[src/rtl/fpdiv_iter.sv]
// Iterative binary16 divider: restoring division, one quotient bit per cycle, 14-cycle latency.
// Define FPDIV_EARLY_EXIT_EN to finish flushed requests (Inf/NaN/zero/denormal operands) early.
module fpdiv_iter (
    input  logic        clk_i,
    input  logic        rst_i,
    input  logic        start_i,
    input  logic [15:0] opA_i,
    input  logic [15:0] opB_i,
    output logic        busy_o,
    output logic        done_o,
    output logic [15:0] DIV_o
);

    typedef enum logic [1:0] {StIdle, StDiv, StRound} state_e;

    state_e      state_q, state_d;
    logic [3:0]  cnt_q;
    logic [11:0] rem_q;
    logic [12:0] q_q;
    logic [10:0] mb_q;
    logic [4:0]  ea_q, eb_q;
    logic        sign_q, flush_q, done_q;
    logic [15:0] div_q;

    logic        accept, op_flush;
    logic        ge;
    logic [11:0] diff, rem_next;
    logic        norm, guard, carry, underflow, overflow;
    logic [9:0]  mant_raw;
    logic [10:0] mant_rnd;
    logic [6:0]  exp_v;
    logic [15:0] result;

    // A start during the done cycle is still treated as busy and dropped.
    assign accept   = (state_q == StIdle) && start_i && !done_q;
    assign op_flush = (&opA_i[14:10]) || (~|opA_i[14:10]) ||
                      (&opB_i[14:10]) || (~|opB_i[14:10]);

    assign ge       = rem_q >= {1'b0, mb_q};
    assign diff     = ge ? (rem_q - {1'b0, mb_q}) : rem_q;
    assign rem_next = {diff[10:0], 1'b0};

    always_comb begin
        norm     = q_q[12];
        mant_raw = norm ? q_q[11:2] : q_q[10:1];
        guard    = norm ? q_q[1] : q_q[0];
        mant_rnd = {1'b0, mant_raw} + {10'd0, guard};
        carry    = mant_rnd[10];
        // 7-bit two's complement exponent; range stays within -15..45.
        exp_v     = {2'b00, ea_q} - {2'b00, eb_q} + 7'd15 - {6'd0, ~norm} + {6'd0, carry};
        underflow = exp_v[6] || (exp_v == 7'd0);
        overflow  = !exp_v[6] && (exp_v >= 7'd31);
        if (flush_q || underflow || overflow) begin
            result = 16'h0000;
        end else begin
            result = {sign_q, exp_v[4:0], mant_rnd[9:0]};
        end
    end

    always_ff @(posedge clk_i or posedge rst_i) begin
        if (rst_i) begin
            state_q <= StIdle;
        end else begin
            state_q <= state_d;
        end
    end

    always_comb begin
        state_d = state_q;
        unique case (state_q)
            StIdle: begin
                if (accept) begin
`ifdef FPDIV_EARLY_EXIT_EN
                    state_d = op_flush ? StRound : StDiv;
`else
                    state_d = StDiv;
`endif
                end
            end
            StDiv:   if (cnt_q == 4'd12) state_d = StRound;
            StRound: if (cnt_q == 4'd13) state_d = StIdle;
            default: state_d = StIdle;
        endcase
    end

    always_comb begin
        busy_o = (state_q != StIdle) || done_q;
        done_o = done_q;
        DIV_o  = div_q;
    end

    always_ff @(posedge clk_i or posedge rst_i) begin
        if (rst_i) begin
            cnt_q   <= 4'd0;
            rem_q   <= 12'd0;
            q_q     <= 13'd0;
            mb_q    <= 11'd0;
            ea_q    <= 5'd0;
            eb_q    <= 5'd0;
            sign_q  <= 1'b0;
            flush_q <= 1'b0;
            done_q  <= 1'b0;
            div_q   <= 16'h0000;
        end else begin
            done_q <= 1'b0;
            if (accept) begin
                rem_q   <= {2'b01, opA_i[9:0]};
                mb_q    <= {1'b1, opB_i[9:0]};
                ea_q    <= opA_i[14:10];
                eb_q    <= opB_i[14:10];
                sign_q  <= opA_i[15] ^ opB_i[15];
                flush_q <= op_flush;
                q_q     <= 13'd0;
`ifdef FPDIV_EARLY_EXIT_EN
                // Entering ROUND one count early gives it the same two-step exit.
                cnt_q   <= op_flush ? 4'd12 : 4'd0;
`else
                cnt_q   <= 4'd0;
`endif
            end else if (state_q == StDiv) begin
                rem_q <= rem_next;
                q_q   <= {q_q[11:0], ge};
                cnt_q <= cnt_q + 4'd1;
            end else if (state_q == StRound) begin
                if (cnt_q == 4'd13) begin
                    done_q <= 1'b1;
                    div_q  <= result;
                    cnt_q  <= 4'd0;
                end else begin
                    cnt_q <= cnt_q + 4'd1;
                end
            end
        end
    end

endmodule

[config.mk]
export PLATFORM = sky130hd
export DESIGN_NAME = fpdiv_iter
export DESIGN_NICKNAME = d
export VERILOG_FILES = /design/src/rtl/fpdiv_iter.sv
export SDC_FILE = /design/constraint.sdc
export NUM_CORES = 1
export LEC_CHECK = 0
export ABC_AREA = 1
export ABC_CLOCK_PERIOD_IN_PS = 3700
export CORE_AREA = 2 2 98 100
export DETAILED_ROUTE_END_ITERATION = 12
export DIE_AREA = 0 0 100 102
export PLACE_DENSITY = 0.75
export SYNTH_ARGS = -nofsm -noshare
export SYNTH_HDL_FRONTEND = slang
export SYNTH_SLANG_ARGS = --single-unit
[constraint.sdc]
create_clock -name clk_i -period 3.7 [get_ports clk_i]
set_input_delay 1.11 -clock clk_i [delete_from_list [all_inputs] [get_ports clk_i]]
set_output_delay 1.11 -clock clk_i [all_outputs]
set_load 0.01 [all_outputs]
==> flow_summary.ini, run 1 <==
[synth]
synth_common_cells = 196 x nand2_1, 90 x inv_1, 71 x dfrtp_1
syn_avg_cell_area_um2 = 7.45
ys.flop_type = dfrtp_1
synth_cells = 608
synth_cell_types = 41
ys_ff_latch = 71
synth_area_leaders = dfrtp_1 39%, nand2_1 16%, inv_1 7.5%
synth_area_um2 = 4530
synth.most_common_cell = nand2_1
ys_seq_area_share_pct = 39.2
synth_fp_nets = 672
netlist.area_leader.share_pct = 39.2
async_reset_ff_share_pct = 100
synth_largest_area_cell = dfrtp_1
synth_edf_count = 0
yosysWarnings = 0

[drt]
drc_errors = 0
ant_nets = 0
wl_per_cell_um = 13.2
dr.pass1.iters = 5
highest_layer = met4
vias_per_cell = 5.15
met3WireLength_um = 443
met2_length_mm = 5.07
drtIter0Drc = 171
num_vias = 4032
drt_wl_total_mm = 10.3
wl_met1_mm = 4.66

[clocking]
path_clk_slew_ps = 80
h-tree-depth = 3
cts_hold_buf = 0
cts_made_buffers = 9
ctsRootBufferMaster = clkbuf_8
clk-insertion-delay-late_ps = 350
cts_tree = built
cts_num_sinks = 71
cts.path.max_buffers = 2

[worst_setup_path]
critPathRequiredTime_ps = 4000
cp_cell_sequence = nand2_1, o21ai_0, ha_1, ha_1, nand2_2, nor2_4, nand4_1, nor2_2, fa_1, ha_1, fa_1, xnor2_2, inv_1, nand2_1, nand2_1, nand2_1, nand2_1, nor2_4, buf_12, nand3_1, nand2_1
cp_common_cell = nand2_1
criticalPathCategory = reg2reg
cp_max_fo = 15
rrSetupSlack_ps = 220
cp_data_arrival_time_ps = 3780
path_buf_inv = 2
cpMaxStageDelayCell = dfrtp_2
r2r_start = q_q[12]
end_kind = flop
r2r_end = DIV_o[6]
rr_worst_depth = 21
cp-start-kind = flop
slowest_delay_ps = 460
cpLargestDelayFamily = adder cells

[finish]
diodes = 0
drive_above_1_share_pct = 8.78
final.fill_count = 835
nNetsFinal = 731
area_growth_pct = 20.5
final-seq-area_um2 = 1780
multi_input_area_um2 = 2350

[die]
core_area_um2 = 9110
num_rows = 35
die-area_um2 = 10200
die_h_um = 102
die_x_um = 100
io_pins = 53
start_util_pct = 49.7

[sta]
finalSetupTns_ps = 0
fmax_mhz = 287
rsz0062_at_grt = false
fin_crit_ps = 3480
max_slew_margin_pct = 54.3
final-max-slew-violation-count = 0
final-setup-viol-count = 0
hold_viol_final = 0
fin_crit_sh_pct = 94.1
fin_skew_ps = 8.25
worstMarginPinSlew_ps = 684

[grt]
grt.total_usage_pct = 22.2
antenna_found_initial = 0
grt_max_degree = 32
grt_pass1_wl_mm = 18.0
grt_overflow_total = 0
grt_pass1_vias = 4032

[placed_design]
dp_hpwl_mm = 7.69
port_buffers = 52
place.gp.congestion = 0.945

[worst_hold_path]
min_path_type = reg2reg
min_to = mb_q[10]
whs_path_depth = 2
hold_start = mb_q[10]

[run_status]
status = complete, no violations

[power_and_ir_drop]
p_per_area_nw_per_um2 = 1010
p_total_mw = 5.50
ir_drop_v = 0.000512
p_leak_nw = 2.78

[job]
max_cap_violations = 0
## layout by cell type, fill, tap and decap left out, types with 2 or more instances in the layout
cell | Yosys | routed
a21oi_1 | 8 | 8
a22o_1 | 2 | 2
a31oi_1 | 2 | 2
and3_1 | 2 | 2
buf_12 | 0 | 2
buf_4 | 1 | 8
bufinv_16 | 0 | 2
clkbuf_8 | 0 | 10
clkdlybuf4s50_1 | 0 | 52
dfrtp_1 | 71 | 70
fa_1 | 4 | 4
ha_1 | 25 | 25
inv_1 | 90 | 89
inv_2 | 1 | 2
nand2_1 | 196 | 195
nand2_2 | 8 | 9
nand3_1 | 51 | 51
nand3_2 | 6 | 6
nand4_1 | 15 | 15
nor2_1 | 27 | 24
nor2_2 | 2 | 4
nor2_4 | 1 | 2
nor3_1 | 7 | 7
o21a_1 | 3 | 3
o21ai_0 | 43 | 41
o21ai_1 | 2 | 3
o21bai_1 | 3 | 3
o22ai_1 | 3 | 3
or2_2 | 2 | 2
xor2_1 | 8 | 8
## worst max path at each step
stage                 start        to  slack, ps  depth (start not counted)
detailed placement  q_q[12]  DIV_o[9]         50                         18
CTS                 q_q[12]  DIV_o[2]         40                         18
global placement    q_q[12]  DIV_o[5]        210                         18
global route        q_q[12]  DIV_o[6]          5                         21
finish              q_q[12]  DIV_o[6]        220                         21
floorplan           q_q[12]  DIV_o[2]        130                         22
## routing by layer
metal / track usage [%] / vias up
met5: 0 / -
met4: 8.01 / 0
met3: 4.31 / 15
met2: 40.1 / 87
met1: 26.4 / 1869
li1: - / 2061
## worst reg2reg max path, delay by kind of cell (launching register included)
family,cells,cell delay (ps)
DFF,1,460
xor gates and xnor gates,1,200
buffers and inverters,2,220
AOI/OAI and AO/OA,1,90
adders and majority gates,5,1540
and+or+nand+nor,12,930
## final cells by class
cell class	count	share of cell area (%)
Clock inverter	5	1.49
Sequential cell	71	32.6
Timing Repair Buffer	62	11.4
Inverter	91	6.26
Clock buffer	11	2.59
Multi-Input combinational cell	432	43.2
Tap cell	111	2.55
## stage by stage
stage	std cells	area (µm²)	utilization [%]	setup slack, ps	hold slack (ps)
finish	783	5460	59.9	220	464
global route	783	5460	59.9	5.07	492
CTS	782	5410	59.4	41.9	466
detailed placement	766	5190	56.9	48.4	448
global placement	766	5190	56.9	213	443
floorplan	608	4530	-	128	426
## power by group
part | leakage (nW) | total, mW | switching, mW | internal (mW)
sequential | 0.889 | 1.25 | 0.197 | 1.05
clock | 0.110 | 0.704 | 0.306 | 0.398
combinational | 1.79 | 3.55 | 2.19 | 1.36
total | 2.78 | 5.50 | 2.69 | 2.81
## registers in the layout, indices dropped and copies added (netlist names), 2 cells and up
name,cells
DIV_o,16
cnt_q,4
ea_q,5
eb_q,5
mb_q,11
q_q,13
rem_q,12
state_q,2
## cells by family (layout without fill, tap and decap cells)
family          after synthesis  count (layout)  share of synthesized area, %
xor+xnor                     10              10                          1.93
simple gates                320             320                          31.4
compound gates               73              73                          9.45
buf+inv                     105             169                          9.36
fa+ha+maj                    29              29                          8.67
flops                        71              71                          39.2
## repair_timing
action | CTS | global route
hold endpoints to repair | 0 | 0
setup endpoints to repair | 0 | 16
gates resized for setup | 0 | 10
setup buffers | 0 | 1
Note: power is estimated with default switching activity, not from simulation.
==> run 2: changes to the inputs <==
Settings changed: PLACE_DENSITY 0.75 to 0.84.
==> flow_summary.ini, run 2 (synthesis gave the netlist of run 1 again) <==
[worst_setup_path]
cp-start-kind = flop
slowest_delay_ps = 530
cp_max_fo = 16
end_kind = flop
critPathRequiredTime_ps = 3940
cpMaxStageDelayCell = fa_1
path_buf_inv = 1
cp_common_cell = nand2_1
cp_data_arrival_time_ps = 3640
cp_cell_sequence = nand2_1, o21ai_0, ha_1, ha_1, nand2_1, nor2_1, nand4_1, nor2_2, fa_2, ha_2, fa_1, nor3_2, nand2_1, nand3_1, nand2_1, nand2_1, nor2_4, buf_12, nand3_1, nand2_1
criticalPathCategory = reg2reg
cpLargestDelayFamily = adder cells

[sta]
final-setup-viol-count = 0
worstMarginPinSlew_ps = 639
fin_crit_ps = 3410
finalSetupTns_ps = 0
max_slew_margin_pct = 57.3
hold_viol_final = 0
hold_ws_ps = 481
fin_crit_sh_pct = 92.1
fmax_mhz = 294
final-max-slew-violation-count = 0
fin_skew_ps = 9.97
rsz0062_at_grt = false

[power_and_ir_drop]
ir_drop_v = 0.000491
p_leak_nw = 2.76
p_per_area_nw_per_um2 = 999

[drt]
drc_errors = 0
wl_per_cell_um = 13.4
dr.pass1.iters = 7
num_vias = 4146
drtIter0Drc = 147
vias_per_cell = 5.29
ant_nets = 0
drt_wl_total_mm = 10.5

[die]
die-area_um2 = 10200
die_h_um = 102
num_rows = 35
start_util_pct = 49.7
die_x_um = 100
io_pins = 53
core_area_um2 = 9110

[clocking]
h-tree-depth = 3
ctsRootBufferMaster = clkbuf_8
clk-insertion-delay-late_ps = 350
cts_hold_buf = 0
cts_made_buffers = 9
cts_tree = built
path_clk_slew_ps = 80
cts_num_sinks = 71
cts.path.max_buffers = 2

[grt]
grt_max_degree = 46
grt.total_usage_pct = 22.5
grt_pass1_vias = 4045
grt_pass1_wl_mm = 18.3
grt_overflow_total = 0
antenna_found_initial = 0

[placed_design]
port_buffers = 52
place.gp.congestion = 0.916
dp_hpwl_mm = 7.84

[finish]
final_common_cell = nand2_1
nNetsFinal = 732
largest_register_ffs = 16
area_growth_pct = 19.3
diodes = 0
layout_common_cells = 196 x nand2_1, 89 x inv_1, 70 x dfrtp_1, 52 x clkdlybuf4s50_1, 51 x nand3_1
drive_above_1_share_pct = 8.47

[run_status]
status = complete, no violations

[worst_hold_path]
min_path_type = reg2reg

[job]
max_cap_violations = 0
run 2: timing repair:
action,CTS,global route
buffers inserted,0,1
gates resized for setup,0,8
endpoints found under the setup margin,0,16
run 2: cell type report:
class / count / area [µm²]
Inverter: 91 / 342
Clock buffer: 13 / 149
Fill cell: 845 / 3710
Sequential cell: 71 / 1780
Timing Repair Buffer: 63 / 628
Multi-Input combinational cell: 432 / 2350
Tap cell: 111 / 139
Clock inverter: 3 / 18.8
run 2: power by group:
group          internal [mW]  switching, mW
combinational           1.37           2.23
sequential              1.05          0.195
clock                  0.262          0.292
run 2: per-layer routing:
metal  wire length, µm  track usage [%]  vias up
li1                  -                -     2066
met1              4510             27.7     1946
met2              5310             39.8      118
met3               522             3.63       16
met4               191             8.85        0
met5                 0                0        -
run 2: worst min-delay path, stage by stage (launching register included):
cell and delay, ps:
dfrtp_1 350, nand2_1 50, nand2_1 50
run 2: stage by stage:
stage / util [%] / instance area, µm² / instances / power, mW / setup slack (ps)
CTS: 58.9 / 5360 / 783 / 5.30 / 158
finish: 59.3 / 5400 / 784 / 5.40 / 293
floorplan: - / 4530 / 608 / 3.99 / 128
detailed placement: 57.0 / 5190 / 767 / 4.72 / 177
global placement: 57.0 / 5190 / 767 / 4.58 / 309
global route: 59.3 / 5400 / 784 / 6.02 / 7.48
run 2: path summary, 6_finish.rpt:
check | start | endpoint | slack (ps) | cells after the start
setup / recovery | q_q[12] | DIV_o[8] | 290 | 20
hold / removal | DIV_o[11] | DIV_o[11] | 480 | 2
min in group asynchronous | rst_i | DIV_o[7] | 1140 | 2
setup reg to reg | q_q[12] | DIV_o[8] | 290 | 20
max in group asynchronous | rst_i | q_q[4] | 1900 | 3
hold reg to reg | DIV_o[11] | DIV_o[11] | 480 | 2
==> run 3: changes to the inputs <==
Settings changed: CORE_AREA 2 2 98 100 to 2 2 96 98, CTS_BUF_LIST set to sky130_fd_sc_hd__clkbuf_2, DIE_AREA 0 0 100 102 to 0 0 98 100, PLACE_DENSITY 0.84 to 0.87.
==> flow_summary.ini, run 3 (synthesis gave the netlist of run 1 again) <==
[run_status]
status = complete, no violations

[drt]
drt_wl_total_mm = 10.8
ant_nets = 0
wl_per_cell_um = 13.8
num_vias = 4234
dr.pass1.iters = 5
drc_errors = 0
vias_per_cell = 5.39
drtIter0Drc = 328

[grt]
grt_pass1_wl_mm = 19.4
grt_pass1_vias = 4292
grt_max_degree = 72
grt_overflow_total = 0
antenna_found_initial = 0
grt.total_usage_pct = 24.0

[power_and_ir_drop]
p_leak_nw = 2.77
p_per_area_nw_per_um2 = 1010
p_total_mw = 5.46
ir_drop_v = 0.000525

[worst_hold_path]
min_to = mb_q[10]
whs_path_depth = 2
min_path_type = reg2reg
hold_start = mb_q[10]

[die]
num_rows = 35
core_area_um2 = 8890
die-area_um2 = 9800
io_pins = 53
start_util_pct = 51.0
die_x_um = 98
die_h_um = 100

[worst_setup_path]
path_buf_inv = 1
crit_cells = 20
cpMaxStageDelayCell = dfrtp_2
cp_cell_sequence = nand2_1, o21ai_2, ha_2, ha_2, nand2_2, nor2_4, nand4_1, nor2_2, fa_1, ha_1, fa_2, nor3_1, nand2_1, nand3_1, nand2_1, nand2_1, nor2_4, buf_4, nand2_1, nand2_1
crit_start = q_q[12]
rrSetupSlack_ps = 210
critPathRequiredTime_ps = 4160
r2r_end = DIV_o[13]
slowest_delay_ps = 530
rr_worst_depth = 20
cp_data_arrival_time_ps = 3960
end_kind = flop
r2r_start = q_q[12]
cp-start-kind = flop
cpLargestDelayFamily = simple AND/OR/NAND/NOR gates
cp_common_cell = nand2_1
criticalPathCategory = reg2reg
cp_max_fo = 8

[placed_design]
placed_cell_area_um2 = 5170
dp_hpwl_mm = 7.78
port_buffers = 52
place_ws_ps = -13.1
place.gp.congestion = 0.920
dp_cells = 764

[clocking]
path_clk_slew_ps = 210
cts_tree = built
clk-insertion-delay-late_ps = 550
h-tree-depth = 3
cts_num_sinks = 71
cts_made_buffers = 9
cts_hold_buf = 0
cts.path.max_buffers = 2
ctsRootBufferMaster = clkbuf_2

[finish]
largest_register_ffs = 16
utilization_pct = 61.0
layout_common_cells = 195 x nand2_1, 89 x inv_1, 70 x dfrtp_1, 52 x clkdlybuf4s50_1, 51 x nand3_1
final_common_cell = nand2_1
fin_cells = 785
final_area_um2 = 5420
diodes = 0
area_growth_pct = 19.7
nNetsFinal = 733
drive_above_1_share_pct = 9.79

[job]
max_cap_violations = 0

[sta]
fin_crit_ps = 3490
worst_slack_ps = 205
hold_ws_ps = 496
hold_viol_final = 0
final-setup-viol-count = 0
max_slew_margin_pct = 63.4
worstMarginPinSlew_ps = 543
final-max-slew-violation-count = 0
fin_crit_sh_pct = 94.5
fin_skew_ps = 39.6
fmax_mhz = 286
finalSetupTns_ps = 0
## run 3: how the worst max path moves through the flow
| stage | endpoint | slack, ps |
|---|---|---|
| after global routing | DIV_o[13] | -6 |
| final | DIV_o[13] | 210 |
| after global placement | DIV_o[8] | 200 |
| after CTS | DIV_o[15] | 50 |
| after floorplan | DIV_o[2] | 130 |
| after detailed placement | DIV_o[4] | -10 |
## run 3: layout make-up
class                           count  area [µm²]
Sequential cell                    71        1780
Timing Repair Buffer               64         627
Multi-Input combinational cell    432        2370
Clock inverter                      7         119
Tap cell                          111         139
Inverter                           91         342
Clock buffer                        9        45.0
Fill cell                         789        3470
## run 3: layer usage
metal / part of all wire [%] / vias up / wire length [µm] / track usage, %
met4: 1.6 / 0 / 178 / 8.87
met5: 0 / - / 0 / 0
li1: - / 2070 / - / -
met3: 4.9 / 26 / 525 / 5.71
met1: 42 / 2000 / 4580 / 29.3
met2: 51 / 138 / 5540 / 41.8
## run 3: repair_timing
action | 4_1_cts | 5_1_grt
buffers inserted | 4 | 1
endpoints found under the hold margin | 0 | 0
endpoints found under the setup margin | 9 | 16
resized for setup | 1 | 17
pin swaps | 1 | 3
## run 3: worst register-to-register path, stage by stage (launching register included)
cell and delay, ps:
dfrtp_2 530, nand2_1 110, o21ai_2 80, ha_2 210, ha_2 210, nand2_2 90
nor2_4 140, nand4_1 140, nor2_2 180, fa_1 200, ha_1 190, fa_2 460
nor3_1 220, nand2_1 80, nand3_1 80, nand2_1 70, nand2_1 120, nor2_4 70
buf_4 150, nand2_1 60, nand2_1 40
## run 3: where the power goes
group	internal (mW)	total, mW	switching, mW
clock	0.292	0.590	0.297
sequential	1.05	1.26	0.211
combinational	1.37	3.61	2.24
